### config.mk
export PLATFORM = sky130hd
export DESIGN_NAME = vctrl_regs_shadow
export DESIGN_NICKNAME = d
export VERILOG_FILES = /design/src/rtl/vctrl_pkg.sv /design/src/rtl/vtiming_check.sv /design/src/rtl/vctrl_regs_shadow.sv
export SDC_FILE = /design/constraint.sdc
export NUM_CORES = 1
export LEC_CHECK = 0
export ABC_AREA = 1
export BUFFER_PORTS_ARGS = -buffer_cell sky130_fd_sc_hd__buf_2
export CORE_ASPECT_RATIO = 1.25
export CORE_MARGIN = 2
export CORE_UTILIZATION = 55
export CTS_CLUSTER_SIZE = 10
export DETAILED_ROUTE_END_ITERATION = 10
export PLACE_DENSITY = 0.76
export SYNTH_ARGS = -nofsm -noshare
export SYNTH_HDL_FRONTEND = slang
export SYNTH_SLANG_ARGS = --single-unit
### constraint.sdc
create_clock -name i_clk -period 3.16 [get_ports i_clk]
set_input_delay 0.632 -clock i_clk [delete_from_list [all_inputs] [get_ports i_clk]]
set_output_delay 0.632 -clock i_clk [all_outputs]
set_load 0.005 [all_outputs]
### src/rtl/vctrl_pkg.sv
// Shared definitions for the video timing register file: register map, bit positions
// within ctrl/cmd/status, commit FSM states and the default ID value.
package vctrl_pkg;

   localparam int NUM_FIELDS = 8;

   localparam int FLD_H_ACTIVE     = 0;
   localparam int FLD_H_SYNC_START = 1;
   localparam int FLD_H_SYNC_END   = 2;
   localparam int FLD_H_TOTAL      = 3;
   localparam int FLD_V_ACTIVE     = 4;
   localparam int FLD_V_SYNC_START = 5;
   localparam int FLD_V_SYNC_END   = 6;
   localparam int FLD_V_TOTAL      = 7;

   localparam logic [4:0] REG_CTRL   = 5'h10;
   localparam logic [4:0] REG_CMD    = 5'h11;
   localparam logic [4:0] REG_STATUS = 5'h12;
   localparam logic [4:0] REG_FRAME  = 5'h13;
   localparam logic [4:0] REG_ID     = 5'h1F;

   localparam int CTRL_VIDEO = 0;
   localparam int CTRL_HDMI  = 1;
   localparam int CTRL_VGA   = 2;
   localparam int CTRL_V_POL = 3;
   localparam int CTRL_H_POL = 4;

   localparam int CMD_COMMIT = 0;
   localparam int CMD_CANCEL = 1;

   localparam int STAT_PEND  = 0;
   localparam int STAT_ERR   = 1;
   localparam int STAT_VIDEO = 2;

   localparam logic [7:0] ID_DEFAULT = 8'h1B;

   typedef enum logic {
      ST_IDLE = 1'b0,
      ST_PEND = 1'b1
   } commit_state_e;

endpackage

### src/rtl/vtiming_check.sv
// One-axis timing ordering check: 0 < active < sync_start < sync_end < total (unsigned).
module vtiming_check
   import vctrl_pkg::*;
#(
   parameter int CNT_W = 12
) (
   input  logic [CNT_W-1:0] i_active,
   input  logic [CNT_W-1:0] i_sync_start,
   input  logic [CNT_W-1:0] i_sync_end,
   input  logic [CNT_W-1:0] i_total,
   output logic             o_ok
);

   assign o_ok = (i_active != '0)
               && (i_active     < i_sync_start)
               && (i_sync_start < i_sync_end)
               && (i_sync_end   < i_total);

endmodule

### src/rtl/vctrl_regs_shadow.sv
// Double-buffered CPU register file for the video timing generator. The CPU edits a shadow
// copy; a validated commit moves it to the active copy atomically at a frame boundary.
module vctrl_regs_shadow
   import vctrl_pkg::*;
#(
   parameter int         CNT_W  = 12,
   parameter int         ADDR_W = 6,
   parameter logic [7:0] ID_VAL = ID_DEFAULT
) (
   input  logic              i_clk,
   input  logic              i_reset_n,
   input  logic [ADDR_W-1:0] i_addr,
   input  logic [7:0]        i_data_wr,
   input  logic              i_select,
   input  logic              i_wr_req,
   output logic [7:0]        o_data_rd,
   input  logic              i_frame_start,
   output logic [CNT_W-1:0]  o_h_active,
   output logic [CNT_W-1:0]  o_h_sync_start,
   output logic [CNT_W-1:0]  o_h_sync_end,
   output logic [CNT_W-1:0]  o_h_total,
   output logic [CNT_W-1:0]  o_v_active,
   output logic [CNT_W-1:0]  o_v_sync_start,
   output logic [CNT_W-1:0]  o_v_sync_end,
   output logic [CNT_W-1:0]  o_v_total,
   output logic              o_h_sync_pol,
   output logic              o_v_sync_pol,
   output logic              o_video_en,
   output logic              o_hdmi_en,
   output logic              o_vga_en,
   output logic              o_commit_done,
   output logic              o_cfg_err
);

   logic [4:0] reg_idx;
   logic       rd_active;
   logic       wr_en;
   logic       wr_field;
   logic       wr_ctrl;
   logic       wr_cmd;
   logic       wr_status;

   assign reg_idx   = i_addr[4:0];
   assign rd_active = i_addr[5];
   assign wr_en     = i_select & i_wr_req;
   assign wr_field  = wr_en & ~reg_idx[4];
   assign wr_ctrl   = wr_en & (reg_idx == REG_CTRL);
   assign wr_cmd    = wr_en & (reg_idx == REG_CMD);
   assign wr_status = wr_en & (reg_idx == REG_STATUS);

   logic [CNT_W-1:0] shadow_q [NUM_FIELDS];
   logic [CNT_W-1:0] shadow_d [NUM_FIELDS];
   logic [CNT_W-1:0] active_q [NUM_FIELDS];
   logic             h_pol_sh_q, h_pol_sh_d;
   logic             v_pol_sh_q, v_pol_sh_d;
   logic             h_pol_act_q;
   logic             v_pol_act_q;
   logic             video_en_q, video_en_d;
   logic             hdmi_en_q, hdmi_en_d;
   logic             vga_en_q, vga_en_d;
   logic [7:0]       frame_cnt_q, frame_cnt_d;
   commit_state_e    state_q;
   logic             commit_done_q;
   logic             cfg_err_q;

   // NOTE: every always_comb output gets a default first so no path can infer a latch.
   always_comb begin
      shadow_d    = shadow_q;
      h_pol_sh_d  = h_pol_sh_q;
      v_pol_sh_d  = v_pol_sh_q;
      video_en_d  = video_en_q;
      hdmi_en_d   = hdmi_en_q;
      vga_en_d    = vga_en_q;
      frame_cnt_d = frame_cnt_q + {7'b0, i_frame_start};

      // Byte 1 keeps only the bits that fit in CNT_W; the rest of the write is dropped.
      if (wr_field) begin
         if (reg_idx[0] == 1'b0) begin
            shadow_d[reg_idx[3:1]] = {shadow_q[reg_idx[3:1]][CNT_W-1:8], i_data_wr};
         end else begin
            shadow_d[reg_idx[3:1]] = {i_data_wr[CNT_W-9:0], shadow_q[reg_idx[3:1]][7:0]};
         end
      end

      if (wr_ctrl) begin
         video_en_d = i_data_wr[CTRL_VIDEO];
         hdmi_en_d  = i_data_wr[CTRL_HDMI];
         vga_en_d   = i_data_wr[CTRL_VGA];
         v_pol_sh_d = i_data_wr[CTRL_V_POL];
         h_pol_sh_d = i_data_wr[CTRL_H_POL];
      end
   end

   // NOTE: the shadow array is small and software expects it to read 0 after reset, so it
   // is reset like any other register rather than left as uninitialised storage.
   always_ff @(posedge i_clk) begin
      if (!i_reset_n) begin
         for (int i = 0; i < NUM_FIELDS; i++) begin
            shadow_q[i] <= '0;
         end
         h_pol_sh_q  <= 1'b0;
         v_pol_sh_q  <= 1'b0;
         video_en_q  <= 1'b0;
         hdmi_en_q   <= 1'b0;
         vga_en_q    <= 1'b0;
         frame_cnt_q <= 8'h00;
      end else begin
         shadow_q    <= shadow_d;
         h_pol_sh_q  <= h_pol_sh_d;
         v_pol_sh_q  <= v_pol_sh_d;
         video_en_q  <= video_en_d;
         hdmi_en_q   <= hdmi_en_d;
         vga_en_q    <= vga_en_d;
         frame_cnt_q <= frame_cnt_d;
      end
   end

   logic h_ok;
   logic v_ok;

   vtiming_check #(.CNT_W(CNT_W)) u_h_check (
      .i_active     (shadow_q[FLD_H_ACTIVE]),
      .i_sync_start (shadow_q[FLD_H_SYNC_START]),
      .i_sync_end   (shadow_q[FLD_H_SYNC_END]),
      .i_total      (shadow_q[FLD_H_TOTAL]),
      .o_ok         (h_ok)
   );

   vtiming_check #(.CNT_W(CNT_W)) u_v_check (
      .i_active     (shadow_q[FLD_V_ACTIVE]),
      .i_sync_start (shadow_q[FLD_V_SYNC_START]),
      .i_sync_end   (shadow_q[FLD_V_SYNC_END]),
      .i_total      (shadow_q[FLD_V_TOTAL]),
      .o_ok         (v_ok)
   );

   // Commit FSM. Resolution samples the registered shadow, so a same-cycle CPU write lands
   // in the shadow only and never leaks into the active copy.
   // NOTE: non-blocking assignments here, and the later assignment of cfg_err_q wins, which
   // is how a rejection overrides a W1C clear issued in the same cycle.
   always_ff @(posedge i_clk) begin
      if (!i_reset_n) begin
         state_q       <= ST_IDLE;
         commit_done_q <= 1'b0;
         cfg_err_q     <= 1'b0;
         h_pol_act_q   <= 1'b0;
         v_pol_act_q   <= 1'b0;
         for (int i = 0; i < NUM_FIELDS; i++) begin
            active_q[i] <= '0;
         end
      end else begin
         commit_done_q <= 1'b0;
         if (wr_status && i_data_wr[STAT_ERR]) begin
            cfg_err_q <= 1'b0;
         end
         case (state_q)
            ST_IDLE: begin
               if (wr_cmd && i_data_wr[CMD_COMMIT] && !i_data_wr[CMD_CANCEL]) begin
                  state_q <= ST_PEND;
               end
            end
            ST_PEND: begin
               if (wr_cmd && i_data_wr[CMD_CANCEL]) begin
                  state_q <= ST_IDLE;
               end else if (i_frame_start || !video_en_q) begin
                  state_q       <= ST_IDLE;
                  commit_done_q <= 1'b1;
                  if (h_ok && v_ok) begin
                     active_q    <= shadow_q;
                     h_pol_act_q <= h_pol_sh_q;
                     v_pol_act_q <= v_pol_sh_q;
                  end else begin
                     cfg_err_q <= 1'b1;
                  end
               end
            end
            default: state_q <= ST_IDLE;
         endcase
      end
   end

   logic [CNT_W-1:0] rd_field;
   logic             rd_h_pol;
   logic             rd_v_pol;
   logic [7:0]       rd_data;

   always_comb begin
      rd_field = rd_active ? active_q[reg_idx[3:1]] : shadow_q[reg_idx[3:1]];
      rd_h_pol = rd_active ? h_pol_act_q : h_pol_sh_q;
      rd_v_pol = rd_active ? v_pol_act_q : v_pol_sh_q;
      rd_data  = 8'h00;
      if (!reg_idx[4]) begin
         rd_data = reg_idx[0] ? 8'(rd_field[CNT_W-1:8]) : rd_field[7:0];
      end else begin
         case (reg_idx)
            REG_CTRL: begin
               rd_data[CTRL_VIDEO] = video_en_q;
               rd_data[CTRL_HDMI]  = hdmi_en_q;
               rd_data[CTRL_VGA]   = vga_en_q;
               rd_data[CTRL_V_POL] = rd_v_pol;
               rd_data[CTRL_H_POL] = rd_h_pol;
            end
            REG_STATUS: begin
               rd_data[STAT_PEND]  = (state_q == ST_PEND);
               rd_data[STAT_ERR]   = cfg_err_q;
               rd_data[STAT_VIDEO] = video_en_q;
            end
            REG_FRAME: rd_data = frame_cnt_q;
            REG_ID:    rd_data = ID_VAL;
            default:   rd_data = 8'h00;
         endcase
      end
   end

   assign o_data_rd      = rd_data;
   assign o_h_active     = active_q[FLD_H_ACTIVE];
   assign o_h_sync_start = active_q[FLD_H_SYNC_START];
   assign o_h_sync_end   = active_q[FLD_H_SYNC_END];
   assign o_h_total      = active_q[FLD_H_TOTAL];
   assign o_v_active     = active_q[FLD_V_ACTIVE];
   assign o_v_sync_start = active_q[FLD_V_SYNC_START];
   assign o_v_sync_end   = active_q[FLD_V_SYNC_END];
   assign o_v_total      = active_q[FLD_V_TOTAL];
   assign o_h_sync_pol   = h_pol_act_q;
   assign o_v_sync_pol   = v_pol_act_q;
   assign o_video_en     = video_en_q;
   assign o_hdmi_en      = hdmi_en_q;
   assign o_vga_en       = vga_en_q;
   assign o_commit_done  = commit_done_q;
   assign o_cfg_err      = cfg_err_q;

endmodule

# Word-level counts from Yosys, hierarchy flattened
# Cells that the tools add are included.
[word_totals]
ff_bits = 210
out_inout_bits = 111
wordCells = 99
[op_classes]
n_eq_ne = 5
bitwise_logic = 10
muxes = 29
add_sub_neg = 1
n_reduce_logical = 19
n_lt_le_gt_ge = 8
[op_table]
columns = ["operator", "n"]
rows = [
  ["96-bit bitwise mux", 2],
  ["96-bit two-way mux", 1],
  ["12-bit binary-select mux with 3-bit select", 2],
  ["12-bit < comparator", 6],
  ["12-bit two-way mux", 6],
  ["12-bit demux with 3-bit select", 1],
  ["5-bit equality test (second input constant)", 5],
  ["12-bit nonzero test", 2],
  ["8-bit two-way mux", 2],
  ["1-bit logical AND", 12],
  ["3-bit case mux with 4 select lines", 1],
  ["1-bit two-way mux", 11],
  ["8-bit by 1-bit adder with 8-bit output", 1],
  ["2-bit case mux with 3 select lines", 1],
  ["1-bit AND", 5],
  ["4-bit greater-or-equal comparator (second input constant)", 1],
  ["4-bit by 1-bit < comparator with 1-bit output (second input constant)", 1],
  ["1-bit inverter", 4],
  ["3-bit inverter with 4-bit output", 1],
  ["4-bit AND reduction", 1],
  ["3-bit two-way mux", 1],
  ["3-bit OR reduction", 1],
  ["1-bit logical NOT", 2],
  ["1-bit case mux with 2 select lines", 1],
  ["1-bit logical OR", 1],
]

# Longest topological paths before layout
[logic_depth]
word_depth = 9
ltp_mapped = 17
depth_no_buf = 15

# By module
# Synthesis repeated with hierarchy kept, for this count alone.
[unflattened]
cells_unflattened = 2272
area_unflattened_um2 = 13539.2
[modules_own_cells]
columns = ["module", "cells_per_inst", "area_each_um2", "instances", "seq_area_each_um2"]
rows = [
  ["vctrl_regs_shadow", 1926, 11567.3, 1, 4204.0],
  ["vtiming_check", 173, 985.9, 2, 0.0],
]

# Worst setup path after synthesis
# Ideal clock, no wire load.
[synth_path]
path_kind = "in2out"
start = "input port i_addr[3]"
end = "output port o_data_rd[4]"
path_stages = 9
arrival_time_ns = 1.811
path_slack_ns = 0.717
path_buffers = 3
cell_sequence = "buf_2 nand3_1 buf_2 inv_1 clkbuf_1 a22oi_1 nand4_1 nand2_1 o21ai_0"
[synth_via]
elab_chain_len = 7
word_cells_on_any_way = 14
cone_classes = "3 x eq/ne; 10 x mux; 1 x bitwise"
[synth_lines]
columns = ["element", "line", "text"]
rows = [
  ["start: declaration", "vctrl_regs_shadow.sv:12", "input logic [ADDR_W-1:0] i_addr,"],
  ["3-bit inverter with 4-bit output (not written as such)", "vctrl_regs_shadow.sv:188", "rd_field = rd_active ? active_q[reg_idx[3:1]] : shadow_q[reg_idx[3:1]];"],
  ["12-bit binary-select mux with 3-bit select", "vctrl_regs_shadow.sv:188", ""],
  ["12-bit two-way mux (not written as such) (2 in series)", "vctrl_regs_shadow.sv:188", ""],
  ["12-bit two-way mux", "vctrl_regs_shadow.sv:188", ""],
  ["8-bit two-way mux", "vctrl_regs_shadow.sv:193", "rd_data = reg_idx[0] ? 8'(rd_field[CNT_W-1:8]) : rd_field[7:0];"],
  ["8-bit two-way mux (*)", "vctrl_regs_shadow.sv:192", "if (!reg_idx[4]) begin"],
  ["end: declaration", "vctrl_regs_shadow.sv:16", "output logic [7:0] o_data_rd,"],
]
# Mark *: on every way between the ends. The rest lies on a longest branch, timed or not. The select of a mux whose other input is x is not followed.

# Worst setup path after layout
[layout_path]
start = "input port i_addr[2]"
end = "output port o_data_rd[5]"
# Same word-level chain as after synthesis.

==> flow_summary_export.csv <==
group,metric,value,unit
run_status,outcome,"completed",
die,start_util,0.5601,
place,portBuffers,129,
global_routing,track_usage,0.4237,
die,core,20820,sq um
min_path,hold_class,"in -> reg",
power,switchingPower,1465,uW
die,ioPinCount,130,
synthesis,ys.flop_type,"dfxtp_1",
layout,layout_commonest_cell,"nand2_1",
layout,diodes,0,
drt,num_vias,12850,
layout,top_register,"shadow_q",
cts,cts_inserted_buffers,25,
place,hpwl,36.04,mm
timing,holdWs,0.3506,ns
critical_path,ff2ff_path_depth,13,
critical_path,timing.rr.end,"o_v_sync_start[0]",
synthesis,ys.warnings.count,0,
global_routing,grt_max_degree,166,
power,p_int,4214,uW
synthesis,syn_avg_cell_area,6.554,sq um
cts,cts_tree,"yes",
cts,cts_buffer_depth,3,
global_routing,grt_remaining_overflow,0,
timing,setup_viol,0,
min_path,min-delay-start,"i_data_wr[4]",
timing,hold_viol_final,0,
timing,worst_pin_slew,1.001,ns
die,placementRows,59,
drt,via_per_inst,5.928,
synthesis,synth_nets,1866,
layout,layout_common_cells,"nand2_1 (384), nor2_1 (297), inv_1 (242), dfxtp_1 (210), buf_2 (128)",
layout,layout.cells.non_filler,2168,
timing,rsz0062_at_grt,"false",
layout,syn_to_final_growth,14.10,%
layout,largest_register_ffs,96,
layout,nNetsFinal,1977,
cts,post_cts_buffers,0,
critical_path,r2r_slack,0.28,ns
place,dp.cells,2137,
synthesis,synth_area,11660,sq um
drt,drt-total-wl,48.16,mm
layout,drive_gt1_frac,0.1177,
global_routing,antenna_found_initial,0,
global_routing,grt_pass1_vias,11970,
drt,drc_errors,0,
cts,clock-sinks,210,
timing,fin_crit,3.096,ns
timing,period_share,0.9796,
flow_run,maxCapViolCount,0,
min_path,hold_end,"h_pol_sh_q",
synthesis,ys_seq_elements,210,
critical_path,arrival,2.46,ns
cts,path_clk_slew,0.06,ns
timing,max_freq,323.0,MHz
critical_path,critPathLaunchType,"primary input",
power,p_clk_frac,0.444,
critical_path,required,2.53,ns
cts,root_buffer,"clkbuf_16",
drt,avgRoutedWirePerCell,22.21,um
place,gp_congestion,1.042,
cts,clk_latency,0.54,ns
power,ir_drop,0.0005365,V
power,seqPwrFrac,0.474,
die,fp.dieArea,22390,sq um
power,swShare,0.2579,
power,leakage,0.006710,uW
synthesis,synth_cells,1779,
drt,dr.pass1.iters,6,
synthesis,postSynth.asyncResetShare,0,
timing,finClkSkew,0.03243,ns
min_path,holdPathStages,3,
timing,drv_slew,0,
critical_path,crit-reg2reg-launch,"shadow_q[23]",
die,die_h,166.8,um
cts,h-tree-depth,1,
critical_path,critPathMaxFanout,23,
power,p_per_area,426.9,nW/um^2
drt,drtIter0Drc,1481,
die,dieWidth,134.2,um
power,power_frac_comb,0.082,
timing,relSlewSlack,0.3327,
power,total_power,5679,uW
synthesis,synthDistinctLibCells,34,
critical_path,critPathKind,"in -> out",
synthesis,synth-edff-count,0,
synthesis,ys_seq_area_frac,0.3606,
drt,final_antenna_net_count,0,
global_routing,grt_pass1_wl,71.62,mm
critical_path,endpoint_kind,"output port",
-- cell type report --
| cell class | instances | area (sq um) |
|---|---|---|
| Fill cell | 1962 | 7513 |
| Multi-Input combinational cell | 1225 | 6075 |
| Sequential cell | 210 | 4204 |
| Timing Repair Buffer | 178 | 1079 |
| Inverter | 250 | 938.4 |
| Clock buffer | 28 | 646.9 |
| Tap cell | 274 | 342.8 |
| Clock inverter | 3 | 18.77 |
-- worst max-delay path: stages --
cell      delay [ns]
buf_2           0.15
inv_2           0.08
nor2_1          0.05
nand2_1         0.12
buf_4           0.35
nor2_1          0.13
a211oi_2        0.42
nand3_1         0.12
nand3_1         0.15
o21ai_0         0.11
buf_2           0.14
-- what timing repair did --
action / in CTS / in global routing
resized for setup: 1 / 0
setup endpoints to repair: 1 / 0
hold buffers: 0 / 0
-- worst max-delay path by stage --
stage,start,end,slack (ns),cells past startpoint
2_1_floorplan,i_addr[3],o_data_rd[4],0.72,9
3_3_place_gp,i_addr[2],o_data_rd[5],-0.06,11
3_5_place_dp,i_addr[2],o_data_rd[5],-0.01,11
4_1_cts,i_addr[2],o_data_rd[5],0.16,11
5_1_grt,i_addr[2],o_data_rd[2],0.008,13
6_report,i_addr[2],o_data_rd[5],0.06,11
-- synthesized netlist by cell type, types with 2 or more instances --
cell	number	area [sq um]
buf_4	7	52.55
ha_1	68	850.8
o2111ai_1	4	35.03
clkbuf_1	46	172.7
a31oi_1	72	450.4
nor4_1	2	12.51
dfxtp_1	210	4204
a22oi_1	6	45.04
nand3_1	104	520.5
o21ai_0	117	585.6
buf_2	32	160.2
buf_1	3	11.26
o21ai_1	11	55.05
inv_2	7	26.28
nor2_1	297	1115
buf_6	6	67.56
nand4_1	9	56.30
nor2_2	3	18.77
inv_1	242	908.4
a21oi_1	61	305.3
a211oi_1	6	45.04
nor3_1	11	55.05
o22ai_1	59	369.1
a221oi_1	3	26.28
nand2_1	384	1441
-- power by group through the flow --
stage	Combinational [uW]	Sequential, uW	Clock (uW)
3_3_place_gp	443	2750	0
3_5_place_dp	445	2750	0
2_1_floorplan	254	2740	0
5_1_grt	493	2690	2620
6_report	466	2690	2520
4_1_cts	448	2690	2510
-- layer usage --
metal / part of all wire / global-route usage / vias to the layer above / wire (um)
li1: - / - / 5974 / -
met1: 0.37 / 0.5130 / 5930 / 17870
met2: 0.46 / 0.6983 / 759 / 22290
met3: 0.083 / 0.05266 / 188 / 3975
met4: 0.084 / 0.2874 / 0 / 4023
met5: 0 / 0 / - / 0
-- logic make-up (layout without fill, tap and decap cells) --
group           Yosys count  in the layout  share of synthesized area
compound gates          344            344                     0.1678
buf+inv                 344            459                     0.1203
simple gates            813            813                     0.2784
fa+ha+maj                68             68                    0.07297
flops                   210            210                     0.3606
-- stage by stage --
stage	area (sq um)	util	worst slack, ns	setup TNS (ns)
6_report	13300	0.6391	0.06449	0
5_1_grt	13300	0.6391	0.008444	0
4_1_cts	13300	0.6391	0.1649	0
3_5_place_dp	12630	0.6069	-0.01094	-0.01094
3_3_place_gp	12630	0.6069	-0.06242	-0.06242
2_1_floorplan	11660	-	0.7175	0
No activity file was read; power rests on OpenSTA's default activity.
